[src/rtl/anita_event_header_gen.sv]
// rtl/anita_event_header_gen.sv - trigger snapshot FIFO, repeated SURF digitize commands and event header RAM writer
module anita_event_header_gen #(
    parameter int NBUF       = 4,
    parameter int NWORDS     = 8,
    parameter int FIFO_DEPTH = 4,
    parameter int EPOCH_BITS = 12,
    parameter int CMD_REPEAT = 2,
    parameter int GAP_CYCLES = 2,
    parameter int ADDR_BITS  = 6,
    localparam int BUF_BITS  = (NBUF > 1) ? $clog2(NBUF) : 1,
    localparam int PTR_BITS  = $clog2(FIFO_DEPTH),
    localparam int CNT_BITS  = PTR_BITS + 1
) (
    input  logic                          clk_i,
    input  logic                          rst_i,
    input  logic                          trig_i,
    input  logic [BUF_BITS-1:0]           trig_buffer_i,
    input  logic [16*NWORDS-1:0]          trig_words_i,
    input  logic [EPOCH_BITS-1:0]         epoch_i,
    input  logic                          evid_reset_i,
    output logic                          cmd_start_o,
    output logic [BUF_BITS-1:0]           cmd_buffer_o,
    output logic [31:0]                   cmd_event_id_o,
    input  logic                          cmd_busy_i,
    input  logic                          cmd_done_i,
    output logic [BUF_BITS+ADDR_BITS-1:0] event_addr_o,
    output logic [15:0]                   event_dat_o,
    output logic                          event_wr_o,
    output logic                          event_done_o,
    output logic [31:0]                   next_id_o,
    output logic [CNT_BITS-1:0]           fifo_count_o,
    output logic                          overflow_o,
    output logic [15:0]                   dropped_o
);

    localparam int LOW_BITS  = 32 - EPOCH_BITS;
    localparam int WCNT_BITS = (NWORDS > 1) ? $clog2(NWORDS) : 1;

    typedef enum logic [3:0] {
        IDLE, CMD_WAIT, CMD_RUN, CMD_GAP, ST_ID_LO, ST_ID_HI, ST_COUNT, ST_WORDS, DONE
    } state_t;

    state_t state, state_next;

    logic [BUF_BITS-1:0]  fifo_buf   [FIFO_DEPTH];
    logic [16*NWORDS-1:0] fifo_words [FIFO_DEPTH];
    logic [PTR_BITS-1:0]  wr_ptr, rd_ptr;
    logic [CNT_BITS-1:0]  count;
    logic                 full, push, pop;
    logic [BUF_BITS-1:0]  head_buf;
    logic [16*NWORDS-1:0] head_words;

    logic [2:0]           rep, rep_next;
    logic                 last_rep;
    logic [3:0]           gap;
    logic                 gap_end;
    logic [WCNT_BITS-1:0] widx;
    logic                 words_end;
    logic [15:0]          ev_count;
    logic [EPOCH_BITS-1:0] id_epoch;
    logic [LOW_BITS-1:0]  id_low;
    logic                 id_loaded;
    logic [31:0]          next_id;
    logic [BUF_BITS-1:0]  cmd_buffer;
    logic [31:0]          cmd_id;
    logic                 overflow;
    logic [15:0]          dropped;

    assign full       = (count == CNT_BITS'(FIFO_DEPTH));
    assign push       = trig_i && !full;
    assign pop        = (state == DONE);
    assign head_buf   = fifo_buf[rd_ptr];
    assign head_words = fifo_words[rd_ptr];

    always_ff @(posedge clk_i) begin
        if (push) begin
            fifo_buf[wr_ptr]   <= trig_buffer_i;
            fifo_words[wr_ptr] <= trig_words_i;
        end
    end

    // A trigger arriving while full is dropped even if the head pops that cycle.
    always_ff @(posedge clk_i or posedge rst_i) begin
        if (rst_i) begin
            wr_ptr   <= '0;
            rd_ptr   <= '0;
            count    <= '0;
            overflow <= 1'b0;
            dropped  <= '0;
        end else begin
            if (push) wr_ptr <= wr_ptr + PTR_BITS'(1);
            if (pop)  rd_ptr <= rd_ptr + PTR_BITS'(1);
            if (push && !pop)      count <= count + CNT_BITS'(1);
            else if (!push && pop) count <= count - CNT_BITS'(1);
            if (trig_i && full) begin
                overflow <= 1'b1;
                if (dropped != 16'hFFFF) dropped <= dropped + 16'd1;
            end
        end
    end

    assign rep_next  = rep + 3'd1;
    assign last_rep  = (rep_next >= 3'(CMD_REPEAT));
    assign gap_end   = (gap == 4'(GAP_CYCLES - 1));
    assign words_end = (widx == WCNT_BITS'(NWORDS - 1));

    always_ff @(posedge clk_i or posedge rst_i) begin
        if (rst_i) state <= IDLE;
        else       state <= state_next;
    end

    always_comb begin
        state_next = state;
        case (state)
            IDLE:     if (count != '0) state_next = CMD_WAIT;
            CMD_WAIT: if (!cmd_busy_i) state_next = CMD_RUN;
            CMD_RUN:  if (cmd_done_i) begin
                          if (last_rep)             state_next = ST_ID_LO;
                          else if (GAP_CYCLES == 0) state_next = CMD_WAIT;
                          else                      state_next = CMD_GAP;
                      end
            CMD_GAP:  if (gap_end) state_next = CMD_WAIT;
            ST_ID_LO: state_next = ST_ID_HI;
            ST_ID_HI: state_next = ST_COUNT;
            ST_COUNT: state_next = ST_WORDS;
            ST_WORDS: if (words_end) state_next = DONE;
            DONE:     state_next = IDLE;
            default:  state_next = IDLE;
        endcase
    end

    // Until the first ID update the epoch field follows epoch_i live, so reset reads as {epoch_i, 0}.
    assign next_id = {id_loaded ? id_epoch : epoch_i, id_low};

    always_ff @(posedge clk_i or posedge rst_i) begin
        if (rst_i) begin
            rep        <= '0;
            gap        <= '0;
            widx       <= '0;
            ev_count   <= '0;
            id_epoch   <= '0;
            id_low     <= '0;
            id_loaded  <= 1'b0;
            cmd_buffer <= '0;
            cmd_id     <= '0;
        end else begin
            if (state == IDLE && count != '0) begin
                ev_count   <= ev_count + 16'd1;
                rep        <= '0;
                cmd_buffer <= head_buf;
                cmd_id     <= next_id;
            end
            if (state == CMD_RUN && cmd_done_i) rep <= rep_next;
            gap  <= (state == CMD_GAP)  ? gap + 4'd1 : 4'd0;
            widx <= (state == ST_WORDS) ? widx + WCNT_BITS'(1) : '0;
            if (evid_reset_i) begin
                id_epoch  <= epoch_i;
                id_low    <= '0;
                id_loaded <= 1'b1;
            end else if (state == DONE) begin
                id_epoch  <= epoch_i;
                id_low    <= id_low + LOW_BITS'(1);
                id_loaded <= 1'b1;
            end
        end
    end

    always_comb begin
        cmd_start_o  = 1'b0;
        event_wr_o   = 1'b0;
        event_addr_o = '0;
        event_dat_o  = '0;
        event_done_o = 1'b0;
        case (state)
            CMD_WAIT: cmd_start_o = !cmd_busy_i;
            ST_ID_LO: begin
                event_wr_o   = 1'b1;
                event_addr_o = {head_buf, ADDR_BITS'(NWORDS)};
                event_dat_o  = cmd_id[15:0];
            end
            ST_ID_HI: begin
                event_wr_o   = 1'b1;
                event_addr_o = {head_buf, ADDR_BITS'(NWORDS + 1)};
                event_dat_o  = cmd_id[31:16];
            end
            ST_COUNT: begin
                event_wr_o   = 1'b1;
                event_addr_o = {head_buf, ADDR_BITS'(NWORDS + 2)};
                event_dat_o  = ev_count;
            end
            ST_WORDS: begin
                event_wr_o   = 1'b1;
                event_addr_o = {head_buf, ADDR_BITS'(widx)};
                event_dat_o  = head_words[16*widx +: 16];
            end
            DONE:     event_done_o = 1'b1;
            default:  ;
        endcase
    end

    assign cmd_buffer_o   = cmd_buffer;
    assign cmd_event_id_o = cmd_id;
    assign next_id_o      = next_id;
    assign fifo_count_o   = count;
    assign overflow_o     = overflow;
    assign dropped_o      = dropped;

endmodule

[config.mk]
export PLATFORM = sky130hd
export DESIGN_NAME = anita_event_header_gen
export DESIGN_NICKNAME = d
export VERILOG_FILES = /design/src/rtl/anita_event_header_gen.sv
export SDC_FILE = /design/constraint.sdc
export NUM_CORES = 1
export LEC_CHECK = 0
export CAP_MARGIN = 10
export CORE_UTILIZATION = 40
export CTS_BUF_LIST = sky130_fd_sc_hd__clkbuf_4
export DETAILED_ROUTE_END_ITERATION = 7
export PLACE_DENSITY = 0.63
export SLEW_MARGIN = 30
export SYNTH_ARGS = -nofsm -noshare
export SYNTH_HDL_FRONTEND = slang
export SYNTH_SLANG_ARGS = --single-unit
[constraint.sdc]
create_clock -name clk_i -period 13.4 [get_ports clk_i]
set_input_delay 4.02 -clock clk_i [delete_from_list [all_inputs] [get_ports clk_i]]
set_output_delay 4.02 -clock clk_i [all_outputs]
set_load 0.1 [all_outputs]
After elaboration in Yosys (flattened, before gate mapping)

Memory sizes are Yosys's and may differ from the RTL's.
Index checks and enable logic that the tools add are counted.

Register bits after elaboration: 121
Bits in writable memories: 520
Logic and storage cells: 91
Memories kept: 2

$add $sub $neg: 10
$lt $le $gt $ge: 1
Equality and inequality tests: 17
Shift-type cells: 1
Muxes and demuxes: 27
Reductions and logical operators: 18

Memory list:

| memory     | words | width | read ports | clocked after Yosys merged registers in | write ports | RTL line | text |
|---|---|---|---|---|---|---|---|
| fifo_words | 4     | 128   | 1          | 0                                       | 1           | 46       | `logic [16*NWORDS-1:0] fifo_words [FIFO_DEPTH];` |
| fifo_buf   | 4     | 2     | 1          | 0                                       | 1           | 45       | `logic [BUF_BITS-1:0] fifo_buf [FIFO_DEPTH];` |

Operator list:

| operator                                                        | count |
|---|---|
| 128-bit by 8-bit variable part select with 16-bit output        | 1 |
| 16-bit case mux with 4 select lines                             | 1 |
| 20-bit 2-to-1 mux                                               | 2 |
| 12-bit 2-to-1 mux                                               | 3 |
| 16-bit by 1-bit adder with 16-bit output, second input constant | 2 |
| 4-bit case mux with 8 select lines                              | 1 |
| 8-bit case mux with 4 select lines                              | 1 |
| 4-bit 2-to-1 mux                                                | 6 |
| 20-bit by 1-bit adder with 20-bit output, second input constant | 1 |
| 3-bit 2-to-1 mux                                                | 6 |
| 4-bit by 3-bit == test with 1-bit output, second input constant | 4 |
| 16-bit inequality test, second input constant                   | 1 |
| 2-bit inequality test, second input constant                    | 5 |
| 3-bit by 1-bit adder with 3-bit output, second input constant   | 3 |
| 4-bit by 1-bit == test with 1-bit output, second input constant | 2 |
| 4-bit by 2-bit == test with 1-bit output, second input constant | 2 |
| 1-bit 2-to-1 mux                                                | 7 |
| 3-bit == test, second input constant                            | 2 |
| 1-bit logical AND                                               | 6 |
| 2-bit nonzero test                                              | 3 |
| 5-bit AND reduction                                             | 1 |
| 2-bit by 1-bit adder with 2-bit output, second input constant   | 2 |
| 4-bit by 1-bit adder with 4-bit output, second input constant   | 1 |
| 4-bit == test, second input constant                            | 1 |
| other kinds (7)                                                 | 10 |

Logic depth before layout (Yosys ltp)

Gate-level depths: netlist of run 1.

Word-level depth: 7
Depth in mapped cells: 9
Depth with buffers taken out: 8

Worst setup path before layout of run 1

No wires, ideal clock.

Path kind: input port to output port
From: input cmd_busy_i
To: output cmd_start_o
Data arrival time: 5.273 ns
Slack: 4.107 ns
Stages on the path: 1
Path buffers: 0
Cells stage by stage: nor2_1

Longest elaborated chain between the ends: 2

Ends and longest elaborated chain:

| element            | RTL line | text |
|---|---|---|
| start: declaration | 24       | `input logic cmd_busy_i,` |
| 1-bit zero test    | 175      | `CMD_WAIT: cmd_start_o = !cmd_busy_i;` |
| 1-bit 2-to-1 mux   | 174      | `case (state)` |
| end: declaration   | 21       | `output logic cmd_start_o,` |

Every way passes these cells.

Worst setup path after layout of run 1

From: input epoch_i[1]
To: output next_id_o[21]

Longest elaborated chain between the ends: 1

Ends and longest elaborated chain:

| element            | RTL line | text |
|---|---|---|
| start: declaration | 19       | `input logic [EPOCH_BITS-1:0] epoch_i,` |
| 12-bit 2-to-1 mux  | 133      | `assign next_id = {id_loaded ? id_epoch : epoch_i, id_low};` |
| end: declaration   | 30       | `output logic [31:0] next_id_o,` |

Every way passes these cells.

==> impl_metrics.py, run 1 <==
metrics = {
    "status": {
        "status": "complete, no violations",
    },
    "finish": {
        "layout_common_cells": "edfxtp_1, clkbuf_4, clkdlybuf4s50_1",
        "layout.nets": 1930,
        "fillers": 5315,
        "drive_gt1_share_pct": 26.66,
        "synthToLayoutAreaGrowth_pct": 22.26,
        "final_common_cell": "edfxtp_1",
    },
    "min_path": {
        "hold_end": "ev_count[15]",
        "whs_path_depth": 1,
        "hold_start": "ev_count[15]",
        "min_path_type": "reg -> reg",
    },
    "place": {
        "dp_hpwl_mm": 38.70,
        "port-buffer-count": 258,
        "place_congestion": 0.8072,
        "dpl_worst_slack_ps": 3519,
    },
    "detailed_routing": {
        "drtIter0Drc": 1021,
        "detail-route-antenna-nets": 0,
        "wl_mm": 60.80,
        "drc": 0,
        "vias_per_cell": 5.199,
        "dr.pass1.iters": 5,
        "wire_per_inst_um": 22.29,
        "dr_total_vias": 14180,
    },
    "worst_setup_path": {
        "end_kind": "primary output",
        "reg2reg_slack_ps": 10260,
        "cp_cell_sequence": "clkdlybuf4s50_1, mux2_2, clkdlybuf4s50_1",
        "critPathKind": "in -> out",
        "arrival_ps": 5850,
        "crit_path_frequent_cell": "clkdlybuf4s50_1",
        "cp.required_ps": 9380,
        "critPathMaxFanout": 2,
        "regToRegStartpoint": "fifo_count_o[0]",
        "critPathSlowestCell": "clkdlybuf4s50_1",
        "worst_r2r_path_depth": 5,
        "start_kind": "primary input",
        "max_stage_delay_ps": 1120,
        "r2r-end": "fifo_words[2][98]",
    },
    "global_route": {
        "grt_max_degree": 91,
        "met3_usage_pct": 7.556,
        "busiest_layer": "met2",
        "grtUsageMet2_pct": 29.60,
        "grt_use_total_pct": 19.17,
        "gr-usage-met1_pct": 24.77,
        "grt_first_pass_wirelength_mm": 90.71,
        "grt_pass1_vias": 14770,
        "overflow": 0,
        "antenna_found_initial": 20,
    },
    "floorplanning": {
        "row_count": 92,
        "start_util_pct": 40.58,
        "die-area_mm2": 0.06513,
        "io_pins": 261,
        "die_width_um": 255.2,
        "coreArea_mm2": 0.06320,
        "die_h_um": 255.2,
    },
    "timing": {
        "fin_tns_setup_ps": 0,
        "finalClockSkew_ps": 48.00,
        "relSlewSlack_pct": 30.03,
        "rsz0062_at_grt": "false",
        "finalHoldViolations": 0,
        "drv_slew": 0,
        "fmaxAchievable_mhz": 101.3,
        "setup_viol": 0,
        "fin_ws_ps": 3532,
        "finalCritPeriodShare_pct": 73.64,
        "tightestPinTransition_ps": 1050,
        "fin_crit_ps": 9868,
    },
    "yosys": {
        "syn-cell-area_mm2": 0.02564,
        "synth.yosys.warnings": 0,
        "syn_inst": 1383,
        "ys_seq_area_share_pct": 72.70,
        "ys_ff_latch": 641,
        "synth_ff_type": "edfxtp_1",
        "ys_top_cells_by_area": "edfxtp_1, dfrtp_1, mux4_2, mux2_2, nand2_1",
        "synth_cell_types": 59,
        "syn_area_per_cell_um2": 18.54,
        "synth_edf_count": 520,
        "async_flop_share_pct": 18.88,
        "synth_top_area_share_pct": 60.89,
        "yosysTopAreaCell": "edfxtp_1",
    },
    "power": {
        "total_leakage_power_nw": 10.96,
        "p_per_area_mw_per_mm2": 191.0,
        "finalPower_mw": 5.990,
        "irDropWorstVdd_mv": 0.2915,
    },
    "clock_network": {
        "hold_buffers": 0,
        "path_clk_slew_ps": 60,
        "cts_root_buffer": "clkbuf_4",
        "htreeDepth": 4,
        "cts_buffers": 171,
        "cts_setup_buffers": 0,
        "ctsResizeCount": 0,
        "cts_tree": "done",
        "clock_path_buffers": 3,
        "clock_latency_ps": 950,
        "cts_sinks": 641,
    },
    "run": {
        "maxCapViolations": 0,
    },
}
==> flip-flops by register name, summed over array words and instances (netlist names), 3 cells and up <==
register        cells
fifo_words        512
cmd_event_id_o     32
id_low             20
dropped_o          16
ev_count           16
id_epoch           12
fifo_buf            8
gap                 4
state               4
fifo_count_o        3
rep                 3
widx                3
==> report_power, final <==
part | total, mW | internal, mW | switching [mW]
Sequential | 2.69 | 2.56 | 0.126
Clock | 1.70 | 0.936 | 0.767
Combinational | 1.60 | 0.426 | 1.17
==> critical path: cells and delay by family <==
family / cells / cell delay [ps]
buffers and inverters: 2 / 1640
multiplexers: 1 / 180
==> worst max-delay path by stage <==
stage | from | end | slack [ps] | cells past startpoint
final | epoch_i[1] | next_id_o[21] | 3530 | 3
after CTS | epoch_i[1] | next_id_o[21] | 3510 | 3
after floorplan | cmd_busy_i | cmd_start_o | 4110 | 1
after global placement | epoch_i[1] | next_id_o[21] | 3540 | 3
after global routing | epoch_i[1] | next_id_o[21] | 3470 | 3
after detailed placement | epoch_i[1] | next_id_o[21] | 3520 | 3
==> final cells by class <==
class	instances	area, um^2	share of cell area, %
Inverter	15	58.81	0.1876
Multi-Input combinational cell	658	6683	21.31
Timing Repair Buffer	280	2748	8.764
Clock buffer	249	1869	5.962
Sequential cell	641	18650	59.49
Tap cell	846	1059	3.376
Antenna cell	9	22.52	0.07183
Clock inverter	29	261.5	0.8341
==> layer usage <==
| layer | wire, um | part of all wire (%) |
|---|---|---|
| met1 | 25670 | 42 |
| met2 | 29120 | 48 |
| met3 | 5053 | 8.3 |
| met4 | 777 | 1.3 |
| met5 | 182 | 0.30 |
==> kinds of logic (layout without fill, tap and decap cells) <==
group	after synthesis	after routing	synth area share (%)
flip-flops	641	641	72.70
AND/OR/NAND/NOR	240	240	4.674
multiplexers	221	221	15.25
AO/OA/AOI/OAI	130	130	3.454
buffers and inverters	85	573	1.444
XOR/XNOR	50	50	1.708
adder cells (fa/ha/maj)	15	15	0.7611
other	1	11	0.01462
==> per-stage QoR <==
step	hold WS, ps	instance area [um^2]	utilization (%)	cells
final	476.8	31350	49.61	2727
after global routing	513.6	31350	49.60	2725
after CTS	478.5	31310	49.55	2717
after detailed placement	473.2	29180	46.17	2439
after global placement	453.8	29170	46.16	2438
after floorplan	445.3	25650	-	1384
==> Yosys cell counts, drive strengths merged (13+ instances only) <==
cell and number:
buf 31, inv 15, mux2 57, a22oi 22
o211ai 18, nand3 21, nor2 39, o21ai 47
mux4 130, ha 14, mux2i 34, xnor2 39
dfrtp 121, nand4 13, edfxtp 520, clkbuf 39
a22o 26, nor3 14, nand2 96
Power figures use the tool's default switching activity.
==> run 2, diff against run 1 <==
==> constraint.sdc (replaced) <==
create_clock -name clk_i -period 9.1 [get_ports clk_i]
set_input_delay 2.73 -clock clk_i [delete_from_list [all_inputs] [get_ports clk_i]]
set_output_delay 2.73 -clock clk_i [all_outputs]
set_load 0.1 [all_outputs]
==> run 2 against run 1 <==
Compared with the run above:
- clock skew barely moved
- flip-flop and latch count stayed put
- utilization down 0.079 points
- critical endpoint is now event_dat_o[8]
- sequential share of layout area grew 0.099 points
- register-to-register slack lost 4100 ps
- highest routed layer unchanged
==> impl_metrics.py, run 2 (synthesized netlist as in run 1, its figures left out) <==
metrics = {
    "worst_setup_path": {
        "cp.required_ps": 6370,
        "arrival_ps": 5240,
        "end_kind": "primary output",
        "start_kind": "flop",
        "regToRegStartpoint": "fifo_count_o[0]",
        "critPathKind": "reg -> out",
        "crit_start": "state[2]",
        "critPathMaxFanout": 23,
    },
    "finish": {
        "regArea_mm2": 0.01865,
        "layout_common_cells": "edfxtp_1, clkbuf_4, clkdlybuf4s50_1",
        "final_common_cell": "edfxtp_1",
        "instances_no_fill": 2732,
        "largest_reg_flops": 512,
        "final_core_util_pct": 49.53,
        "layout.nets": 1922,
        "synthToLayoutAreaGrowth_pct": 22.06,
        "fillers": 5257,
        "drive_gt1_share_pct": 26.25,
        "multi_input_area_mm2": 0.006675,
        "regMostFlops": "fifo_words",
        "design_area_mm2": 0.03130,
    },
    "timing": {
        "tightestPinTransition_ps": 1149,
        "rsz0062_at_grt": "false",
        "fin_ws_ps": 1131,
        "fmaxAchievable_mhz": 125.5,
        "drv_slew": 0,
        "finalHoldViolations": 0,
        "finalCritPeriodShare_pct": 87.58,
        "finalClockSkew_ps": 47.94,
        "fin_crit_ps": 7969,
        "holdWs_ps": 469.0,
        "relSlewSlack_pct": 23.40,
        "setup_viol": 0,
        "fin_tns_setup_ps": 0,
    },
    "floorplanning": {
        "coreArea_mm2": 0.06320,
        "die_width_um": 255.2,
        "die_h_um": 255.2,
        "start_util_pct": 40.58,
        "io_pins": 261,
        "row_count": 92,
        "die-area_mm2": 0.06513,
    },
    "detailed_routing": {
        "wl_mm": 60.46,
        "detail-route-antenna-nets": 0,
        "vias_per_cell": 5.205,
        "drtIter0Drc": 1051,
        "wire_per_inst_um": 22.13,
        "drc": 0,
        "dr.pass1.iters": 5,
        "dr_total_vias": 14220,
    },
    "global_route": {
        "grt_use_total_pct": 19.18,
        "overflow": 0,
        "antenna_found_initial": 18,
        "grt_pass1_vias": 14700,
        "grt_first_pass_wirelength_mm": 90.42,
        "grt_max_degree": 131,
    },
    "place": {
        "place_congestion": 0.8452,
        "dp_hpwl_mm": 38.11,
        "placed_area_mm2": 0.02918,
        "dp_cells": 2435,
        "dpl_worst_slack_ps": 1789,
        "port-buffer-count": 258,
    },
    "clock_network": {
        "htreeDepth": 4,
        "clock_path_buffers": 3,
        "cts_sinks": 641,
        "ctsResizeCount": 0,
        "cts_buffers": 168,
        "hold_buffers": 0,
        "path_clk_slew_ps": 60,
        "cts_setup_buffers": 0,
        "cts_root_buffer": "clkbuf_4",
        "cts_tree": "done",
        "clock_latency_ps": 1010,
    },
    "power": {
        "irDropWorstVdd_mv": 0.3283,
        "finalPower_mw": 8.747,
        "total_leakage_power_nw": 10.90,
        "p_per_area_mw_per_mm2": 279.4,
    },
    "min_path": {
        "hold_start": "overflow_o",
        "min_path_type": "reg -> reg",
    },
    "status": {
        "status": "complete, no violations",
    },
    "run": {
        "maxCapViolations": 0,
    },
}
-- run 2: power breakdown --
part | total (mW) | switching (mW) | internal [mW]
Sequential | 3.98 | 0.208 | 3.77
Clock | 2.44 | 1.13 | 1.31
Combinational | 2.32 | 1.69 | 0.630
Total | 8.75 | 3.04 | 5.71
-- run 2: cell type report --
class	instances	share of cell area, %
Tap cell	846	3.382
Sequential cell	641	59.59
Clock buffer	251	6.020
Clock inverter	34	0.6715
Antenna cell	12	0.09593
Multi-Input combinational cell	658	21.32
Timing Repair Buffer	275	8.722
Inverter	15	0.1959
-- run 2: layer usage --
layer	up-vias	wire length [um]	share of wire [%]	GRT usage, %
met1	7208	25110	42	24.78
met3	111	5166	8.5	6.905
li1	6389	-	-	-
met5	-	147	0.24	0
met4	22	1020	1.7	6.878
met2	491	29020	48	29.84
-- run 2: path summary, 6_finish.rpt --
check / endpoint / slack [ps] / cells after the start
hold / removal: overflow_o / 470 / 1
max in group asynchronous: rd_ptr[0] / 5790 / 3
setup / recovery: event_dat_o[8] / 1130 / 6
setup reg to reg: fifo_words[1][85] / 6210 / 4
hold reg to reg: overflow_o / 470 / 1
min in group asynchronous: cmd_buffer_o[0] / 2240 / 2
-- run 2: worst max-delay path, cell delays in order (launching register included) --
cell	delay, ps
dfrtp_1	520
and2b_1	790
nand3_1	270
nor2_1	380
nand2_1	430
o211ai_1	590
clkdlybuf4s50_1	1230
